### config.mk
export PLATFORM = sky130hd
export DESIGN_NAME = fifo_stream_reader_flat
export DESIGN_NICKNAME = d
export VERILOG_FILES = /design/src/rtl/fifo_stream_reader_if.sv /design/src/rtl/fifo_stream_reader.sv /design/src/flat_wrapper.sv
export SDC_FILE = /design/constraint.sdc
export NUM_CORES = 1
export LEC_CHECK = 0
export CORE_AREA = 8 8 84 86
export DETAILED_ROUTE_END_ITERATION = 10
export DIE_AREA = 0 0 92 94
export GPL_TIMING_DRIVEN = 0
export SYNTH_ARGS = -nofsm -noshare
export SYNTH_HDL_FRONTEND = slang
export SYNTH_SLANG_ARGS = --single-unit
### constraint.sdc
create_clock -name clk -period 3.3 [get_ports clk]
set_input_delay 0.66 -clock clk [delete_from_list [all_inputs] [get_ports clk]]
set_output_delay 0.66 -clock clk [all_outputs]
set_load 0.03 [all_outputs]
### src/rtl/fifo_stream_reader_if.sv
// Bundles the FIFO read port and the outgoing byte stream of fifo_stream_reader.
// master: the reader side (drives rd_en and the stream); slave: FIFO + sink side.
interface fifo_stream_reader_if #(
  parameter int DATA_W = 8
);
  logic              fifo_empty;
  logic [DATA_W-1:0] fifo_data;
  logic              fifo_rd_en;
  logic              m_valid;
  logic              m_ready;
  logic [DATA_W-1:0] m_data;

  modport master (
    input  fifo_empty, fifo_data, m_ready,
    output fifo_rd_en, m_valid, m_data
  );

  modport slave (
    output fifo_empty, fifo_data, m_ready,
    input  fifo_rd_en, m_valid, m_data
  );
endinterface

### src/rtl/fifo_stream_reader.sv
// Read-side consumer for the synchronous FIFO: issues rd_en, absorbs the one-cycle
// registered read latency and re-presents bytes as a valid/ready stream through a
// small circular skid buffer, so a stalled sink never loses an in-flight byte.
module fifo_stream_reader #(
  parameter int DATA_W     = 8,
  parameter int SKID_DEPTH = 2,
  parameter int CNT_W      = 16
) (
  input  logic                 clk,
  input  logic                 rstn,
  fifo_stream_reader_if.master bus,
  output logic [CNT_W-1:0]     xfer_count
);

  localparam int IDX_W = (SKID_DEPTH > 1) ? $clog2(SKID_DEPTH) : 1;
  localparam int OCC_W = $clog2(SKID_DEPTH + 1);
  localparam int LVL_W = OCC_W + 1;

  typedef logic [IDX_W-1:0] idx_t;
  localparam idx_t LAST_IDX = idx_t'(SKID_DEPTH - 1);

  logic [DATA_W-1:0] skid_mem [SKID_DEPTH];
  idx_t              wr_idx;
  idx_t              rd_idx;
  logic [OCC_W-1:0]  cnt;
  logic              inflight;
  logic              pop;
  logic [LVL_W-1:0]  level;

  function automatic idx_t next_idx(input idx_t i);
    return (i == LAST_IDX) ? '0 : i + 1'b1;
  endfunction

  // Stream outputs, pop detection and the read request. level is the occupancy
  // after this edge counting the byte already in flight, so a read is only issued
  // when a slot is guaranteed to be free when its data lands.
  always_comb begin
    bus.m_valid    = (cnt != '0);
    bus.m_data     = skid_mem[rd_idx];
    pop            = bus.m_valid & bus.m_ready;
    level          = LVL_W'(cnt) + LVL_W'(inflight) - LVL_W'(pop);
    bus.fifo_rd_en = rstn & ~bus.fifo_empty & (level < LVL_W'(SKID_DEPTH));
  end

  // Control state: occupancy, ring indices, in-flight flag and transfer counter.
  always_ff @(posedge clk) begin
    if (!rstn) begin
      cnt        <= '0;
      wr_idx     <= '0;
      rd_idx     <= '0;
      inflight   <= 1'b0;
      xfer_count <= '0;
    end else begin
      inflight <= bus.fifo_rd_en;
      cnt      <= level[OCC_W-1:0];
      if (inflight) begin
        wr_idx <= next_idx(wr_idx);
      end
      if (pop) begin
        rd_idx     <= next_idx(rd_idx);
        xfer_count <= xfer_count + 1'b1;
      end
    end
  end

  // Skid storage is left unreset; a slot is written only when a read is in flight.
  always_ff @(posedge clk) begin
    if (rstn && inflight) begin
      skid_mem[wr_idx] <= bus.fifo_data;
    end
  end

endmodule

### src/flat_wrapper.sv
// flat-port wrapper written by rule: the top's interface ports become plain ports
module fifo_stream_reader_flat 
#(
  parameter int DATA_W     = 8,
  parameter int SKID_DEPTH = 2,
  parameter int CNT_W      = 16
)
  (clk, rstn, xfer_count, bus_fifo_empty, bus_fifo_data, bus_m_ready, bus_fifo_rd_en, bus_m_valid, bus_m_data);
  fifo_stream_reader_if #(.DATA_W(DATA_W)) bus_i ();
  input  logic clk;
  input  logic rstn;
  output logic [CNT_W-1:0] xfer_count;
  input wire logic [$bits(bus_i.fifo_empty)-1:0] bus_fifo_empty;
  input wire logic [$bits(bus_i.fifo_data)-1:0] bus_fifo_data;
  input wire logic [$bits(bus_i.m_ready)-1:0] bus_m_ready;
  output wire logic [$bits(bus_i.fifo_rd_en)-1:0] bus_fifo_rd_en;
  output wire logic [$bits(bus_i.m_valid)-1:0] bus_m_valid;
  output wire logic [$bits(bus_i.m_data)-1:0] bus_m_data;
  assign bus_i.fifo_empty = bus_fifo_empty;
  assign bus_i.fifo_data = bus_fifo_data;
  assign bus_i.m_ready = bus_m_ready;
  assign bus_fifo_rd_en = bus_i.fifo_rd_en;
  assign bus_m_valid = bus_i.m_valid;
  assign bus_m_data = bus_i.m_data;
  fifo_stream_reader #(.DATA_W(DATA_W), .SKID_DEPTH(SKID_DEPTH), .CNT_W(CNT_W)) u_core (.clk(clk), .rstn(rstn), .bus(bus_i), .xfer_count(xfer_count));
endmodule
# Word level (Yosys, flattened, before mapping)
# Memory sizes are Yosys's and may differ from the RTL's. A register that Yosys moved wholly into a read port is not among the register bits.
# Index checks and enable logic that the tools add are counted.
# Widths: inputs -> output; s select.
word_totals:
  memories: 1
  ff_bits: 21
  ram_bits: 16
  in_bits: 12
  word_cells: 24
  output_inout_bits: 26
memory_table:
  columns: ["memory", "words", "word_bits", "read_ports", "rd_clocked_by_memory_dff", "write_ports", "line_no", "source"]
  rows:
  - ["u_core.skid_mem", 2, 8, 1, 1, 1, "fifo_stream_reader.sv:22", "logic [DATA_W-1:0] skid_mem [SKID_DEPTH];"]
op_classes:
  n_bitwise: 4
  add_sub_neg: 5
  reduce_logical: 2
  magnitude_cmp: 1
  mux: 6
op_table:
  columns: ["cell", "n"]
  rows:
  - ["$add 16x1->16 const B", 1]
  - ["$mux 1", 6]
  - ["$add 2x1->3", 1]
  - ["$and 1x1->1", 3]
  - ["$lt 3x2->1 const B", 1]
  - ["$sub 3x1->3", 1]
  - ["$add 1x1->1 const B", 2]
  - ["$reduce_bool 2->1", 1]
  - ["$logic_and 1x1->1", 1]
  - ["$not 1->1", 1]

# Depth between registers and ports, before layout
logic_depth:
  word_depth: 5
  mapped_depth: 9
  ltp_nobuf: 9

# Worst setup path before layout
# Ideal clock, no wire load.
synth_timing:
  kind: "reg-to-output"
  from: "register u_core.cnt[1]"
  to: "output bus_fifo_rd_en"
  setup_slack_ps: -320
  required_ps: 2640
  arrival_time_ps: 2960
  stages_incl_launch_ff: 10
  path_cell_list: "dfxtp_1 or2_2 nand2_1 inv_2 ha_1 inv_1 ha_1 fa_1 xnor2_1 nor4b_1"
synth_via:
  elab_chain_cells: 5
  elab_cells_between_ends: 6
synth_rtl:
  columns: ["element", "line_no", "source"]
  rows:
  - ["start: declaration", "fifo_stream_reader.sv:25", "logic [OCC_W-1:0] cnt;"]
  - ["start signal: assignment", "fifo_stream_reader.sv:55", "cnt <= level[OCC_W-1:0];"]
  - ["$reduce_bool 2->1", "fifo_stream_reader.sv:38", "bus.m_valid = (cnt != '0);"]
  - ["via bus_m_valid", "flat_wrapper.sv:17", "output wire logic [$bits(bus_i.m_valid)-1:0] bus_m_valid;"]
  - ["$and 1x1->1", "fifo_stream_reader.sv:40", "pop = bus.m_valid & bus.m_ready;"]
  - ["via u_core.pop", "fifo_stream_reader.sv:27", "logic pop;"]
  - ["$sub 3x1->3", "fifo_stream_reader.sv:41", "level = LVL_W'(cnt) + LVL_W'(inflight) - LVL_W'(pop);"]
  - ["$lt 3x2->1", "fifo_stream_reader.sv:42", "bus.fifo_rd_en = rstn & ~bus.fifo_empty & (level < LVL_W'(SKID_DEPTH));"]
  - ["$and 1x1->1", "fifo_stream_reader.sv:42", null]
  - ["end: declaration", "flat_wrapper.sv:16", "output wire logic [$bits(bus_i.fifo_rd_en)-1:0] bus_fifo_rd_en;"]
# The timed path passes the listed nets, and every way through them passes these cells.

# Final worst setup path
layout_timing:
  from: "register u_core.cnt[1]"
  to: "output bus_fifo_rd_en"
layout_via:
  elab_chain_cells: 5
  elab_cells_between_ends: 6
layout_rtl:
  columns: ["element", "line_no"]
  rows:
  - ["$reduce_bool 2->1", "fifo_stream_reader.sv:38"]
  - ["$and 1x1->1", "fifo_stream_reader.sv:40"]
  - ["via u_core.pop", "fifo_stream_reader.sv:27"]
  - ["$sub 3x1->3", "fifo_stream_reader.sv:41"]
  - ["$lt 3x2->1", "fifo_stream_reader.sv:42"]
  - ["$and 1x1->1", "fifo_stream_reader.sv:42"]
# The timed path passes the listed nets, and every way through them passes these cells.

==> impl_summary.txt <==
----------------------------------------------------
[Logic synthesis]
  Primary flip-flop cell chosen by synthesis mapping ... sky130_fd_sc_hd__dfxtp_1
  Dominant cell type by area after synthesis ... sky130_fd_sc_hd__edfxtp_1
  Cell with the most instances after synthesis ... sky130_fd_sc_hd__dfxtp_1
  Most instantiated cells after synthesis ... sky130_fd_sc_hd__dfxtp_1 (22), sky130_fd_sc_hd__and2_1 (16), sky130_fd_sc_hd__edfxtp_1 (16), sky130_fd_sc_hd__nand2_1 (13), sky130_fd_sc_hd__xor2_1 (9)
  Leading cell types by total area after synthesis ... sky130_fd_sc_hd__edfxtp_1 (29%), sky130_fd_sc_hd__dfxtp_1 (27%), sky130_fd_sc_hd__and2_1 (6.1%), sky130_fd_sc_hd__mux2_2 (5.5%), sky130_fd_sc_hd__xor2_1 (4.8%)
  Count of yosys warnings during synthesis ... 0
  Share of synthesized flip-flops with an asynchronous set or reset ... 0%
  Netlist area before placement ... 1652 um^2
  Net Count, Synth ... 153
  Proportion of netlist area held by the largest area contributor ... 29.09%
  Count of flip-flops with a built-in enable after synthesis ... 16
  Avg Inst Size Synth ... 12.06 um^2
  Post-synth cell types ... 30
  Synthesized flop and latch total ... 38
  Post-synthesis instance total ... 137
  Sequential share of the synthesized area ... 55.76%

[Floorplanning]
  Die Ht ... 94 um
  Area of the placeable core ... 5746 um^2
  Total I/O pin count ... 38
  Starting density of the core ... 28.75%
  Area of the die ... 8648 um^2
  Count of standard-cell rows ... 28
  Width of the chip ... 92 um

[Timing]
  Final-report hold violation count ... 0
  Worst Hold Margin ... 0.4777 ns
  Maximum clock frequency ... 0.3148 GHz
  Count of final setup violators ... 0
  Worst-case clock skew ... 0.007544 ns
  Fin worst setup slack ... 0.1236 ns
  Final clock period utilization by the worst path ... 96.25%
  Fin. max-slew vios ... 0
  Headroom to the max-slew limit ... 52.53%
  Post-route minimum period ... 3.176 ns
  Worst Max-Slew Pin Slew ... 0.7095 ns

[Global routing]
  Largest net degree at the start of global routing ... 13
  All-layer global routing usage ... 7.968%
  Via count of the first global-routing pass ... 1125
  Initial antenna violation count ... 0
  Total congestion overflow ... 0
  Global-route wire length before repair ... 5416 um

[Pwr]
  Internal Dissipation ... 961.2 uW
  Pleak ... 0.8578 nW
  Clock share of power ... 28.0%
  Switching share of power ... 29.99%
  Reported net switching power ... 411.8 uW
  Relative contribution of combinational cells to total power ... 29.5%
  PD cells ... 610.0 nW/um^2
  Maximum ir drop on the vdd rail ... 0.2809 mV
  Seq pwr share ... 42.5%
  Overall power after layout ... 1.373 mW

[Placed design]
  Last weighted congestion value of the routability-driven placer ... 0.7390
  Port Buffers ... 36
  Cell total after placement ... 248
  Post-place setup slack ... -0.6898 ns
  Detail Placement HPWL ... 2468 um

[Clock tree]
  Clock Latency Late Sink ... 0.29 ns
  Hold buffer count at cts ... 0
  Clock tree root driver cell ... sky130_fd_sc_hd__clkbuf_8
  CTS Sinks ... 38
  Clock-pin transition on the worst setup and hold timing paths ... 0.08 ns
  H-Tree Depth ... 2
  CTS tree ... yes
  Maximum clock path buffer count ... 2
  Clock buffers created by TritonCTS ... 5

[Final layout]
  Layout Cells excl Fill ... 257
  Diode count ... 0
  Area grow syn2layout ... 36.29%
  Layout Utilization ... 39.18%
  Final net count ... 197
  Fraction of layout instances using a drive strength above 1 ... 18.68%
  Number of inserted filler cells in the final layout ... 577

[Worst setup path]
  Critical path class ... register to output pin
  Top cell family by delay on the critical path ... adder cells
  Delay of the slowest critical-path stage ... 0.38 ns
  Crit. End Element ... output pin
  Biggest fanout along the worst timing path ... 5
  Crit start category ... register
  Signal arrival time at the worst endpoint ... 2.52 ns
  Cell Chain, Critical Path ... or2_4 > nand2_4 > inv_4 > ha_1 > inv_1 > ha_2 > fa_2 > xnor2_2 > nor4b_2 > buf_4
  Critical path data required time ... 2.64 ns
  Critical-path cell with the highest stage delay ... sky130_fd_sc_hd__dfxtp_4
  Buffers and inverters on the worst path ... 3

[Hold path]
  Worst hold path class ... register to register

[Routing]
  Total vias in the final route ... 1116
  WL final ... 3326 um
  DR WL/cell ... 12.94 um
  Final routed DRC violation total ... 0
  Starting DRT DRC Count ... 36
  Count of nets left with antenna violations after detail routing ... 0
  Number of iterations in the first detailed-routing pass ... 4
  Detailed-route vias per instance ... 4.342

[Status]
  Result of the run ... complete, no violations

[Run]
  Number of maximum-capacitance constraint violations ... 0

----------------------------------------------------
## placed cells by master (no fill, tap or decap), drive strengths merged, types with 3 or more instances in the layout
master / n
nand2: 13
clkdlybuf4s50: 34
nand3: 3
xnor2: 5
mux2i: 3
and2: 16
dfxtp: 22
inv: 7
mux2: 8
nand4: 5
nand2b: 3
clkbuf: 10
nor4: 6
ha: 3
xor2: 9
edfxtp: 16
## cell families after synthesis
logic type / Yosys count / share of synthesized area, %
simple gates: 54 / 20.38
buf+inv: 11 / 2.499
flops: 38 / 55.76
xor+xnor: 14 / 7.424
compound gates: 5 / 3.182
mux: 11 / 7.273
fa+ha+maj: 4 / 3.485
## sequential cells by signal, indices dropped and copies added, names as in the netlist, named ones only
register           flops
u_core.cnt             2
u_core.wr_idx          1
u_core.skid_mem       16
u_core.inflight        1
u_core.xfer_count     16
u_core.rd_idx          1
## power by group through the flow
stage | Combinational (mW) | Clock (mW) | Sequential [mW]
floorplan | 0.238 | 0 | 0.591
finish | 0.405 | 0.385 | 0.583
global placement | 0.377 | 0 | 0.588
CTS | 0.377 | 0.398 | 0.580
detailed placement | 0.376 | 0 | 0.590
global route | 0.440 | 0.411 | 0.589
## worst min-delay path, stage by stage, from the launching register on
cell and delay (ns):
sky130_fd_sc_hd__dfxtp_1 0.33, sky130_fd_sc_hd__nand2_1 0.05, sky130_fd_sc_hd__mux2i_1 0.05
## through the flow
step / setup TNS (ns) / area, um^2
5_1_grt: -0.002473 / 2251
2_1_floorplan: 0 / 1658
3_5_place_dp: -0.6898 / 2112
6_report: 0 / 2251
4_1_cts: 0 / 2218
3_3_place_gp: -0.7060 / 2112
## final timing paths
path | start | end | slack, ns | cells past startpoint
setup / recovery | u_core.cnt[1] | bus_fifo_rd_en | 0.12 | 10
hold / removal | u_core.xfer_count[15] | u_core.xfer_count[15] | 0.48 | 2
setup reg to reg | u_core.cnt[1] | u_core.inflight | 1.22 | 8
hold reg to reg | u_core.xfer_count[15] | u_core.xfer_count[15] | 0.48 | 2
## cell type report
class | instances | area, um^2 | share of cell area (%)
Buffer | 4 | 15.01 | 0.6670
Timing Repair Buffer | 37 | 360.3 | 16.01
Inverter | 7 | 28.78 | 1.278
Clock buffer | 5 | 68.82 | 3.057
Sequential cell | 38 | 925.9 | 41.13
Clock inverter | 3 | 40.04 | 1.779
Tap cell | 75 | 93.84 | 4.169
Multi-Input combinational cell | 88 | 718.2 | 31.91
## per-layer routing
layer  vias to the layer above  part of all wire, %  global-route usage, %
met5                         -                    0                      0
met4                         0                  2.0                  4.832
met3                         4                  3.7                  2.638
met2                        16                   52                  13.41
met1                       531                   42                  8.543
li1                        565                    -                      -
## what timing repair did
item	4_1_cts	5_1_grt
pin swaps	0	4
endpoints found under the setup margin	1	1
gates resized for setup	9	11
setup buffers	0	1
endpoints found under the hold margin	0	0
Power figures use the tool's default switching activity.
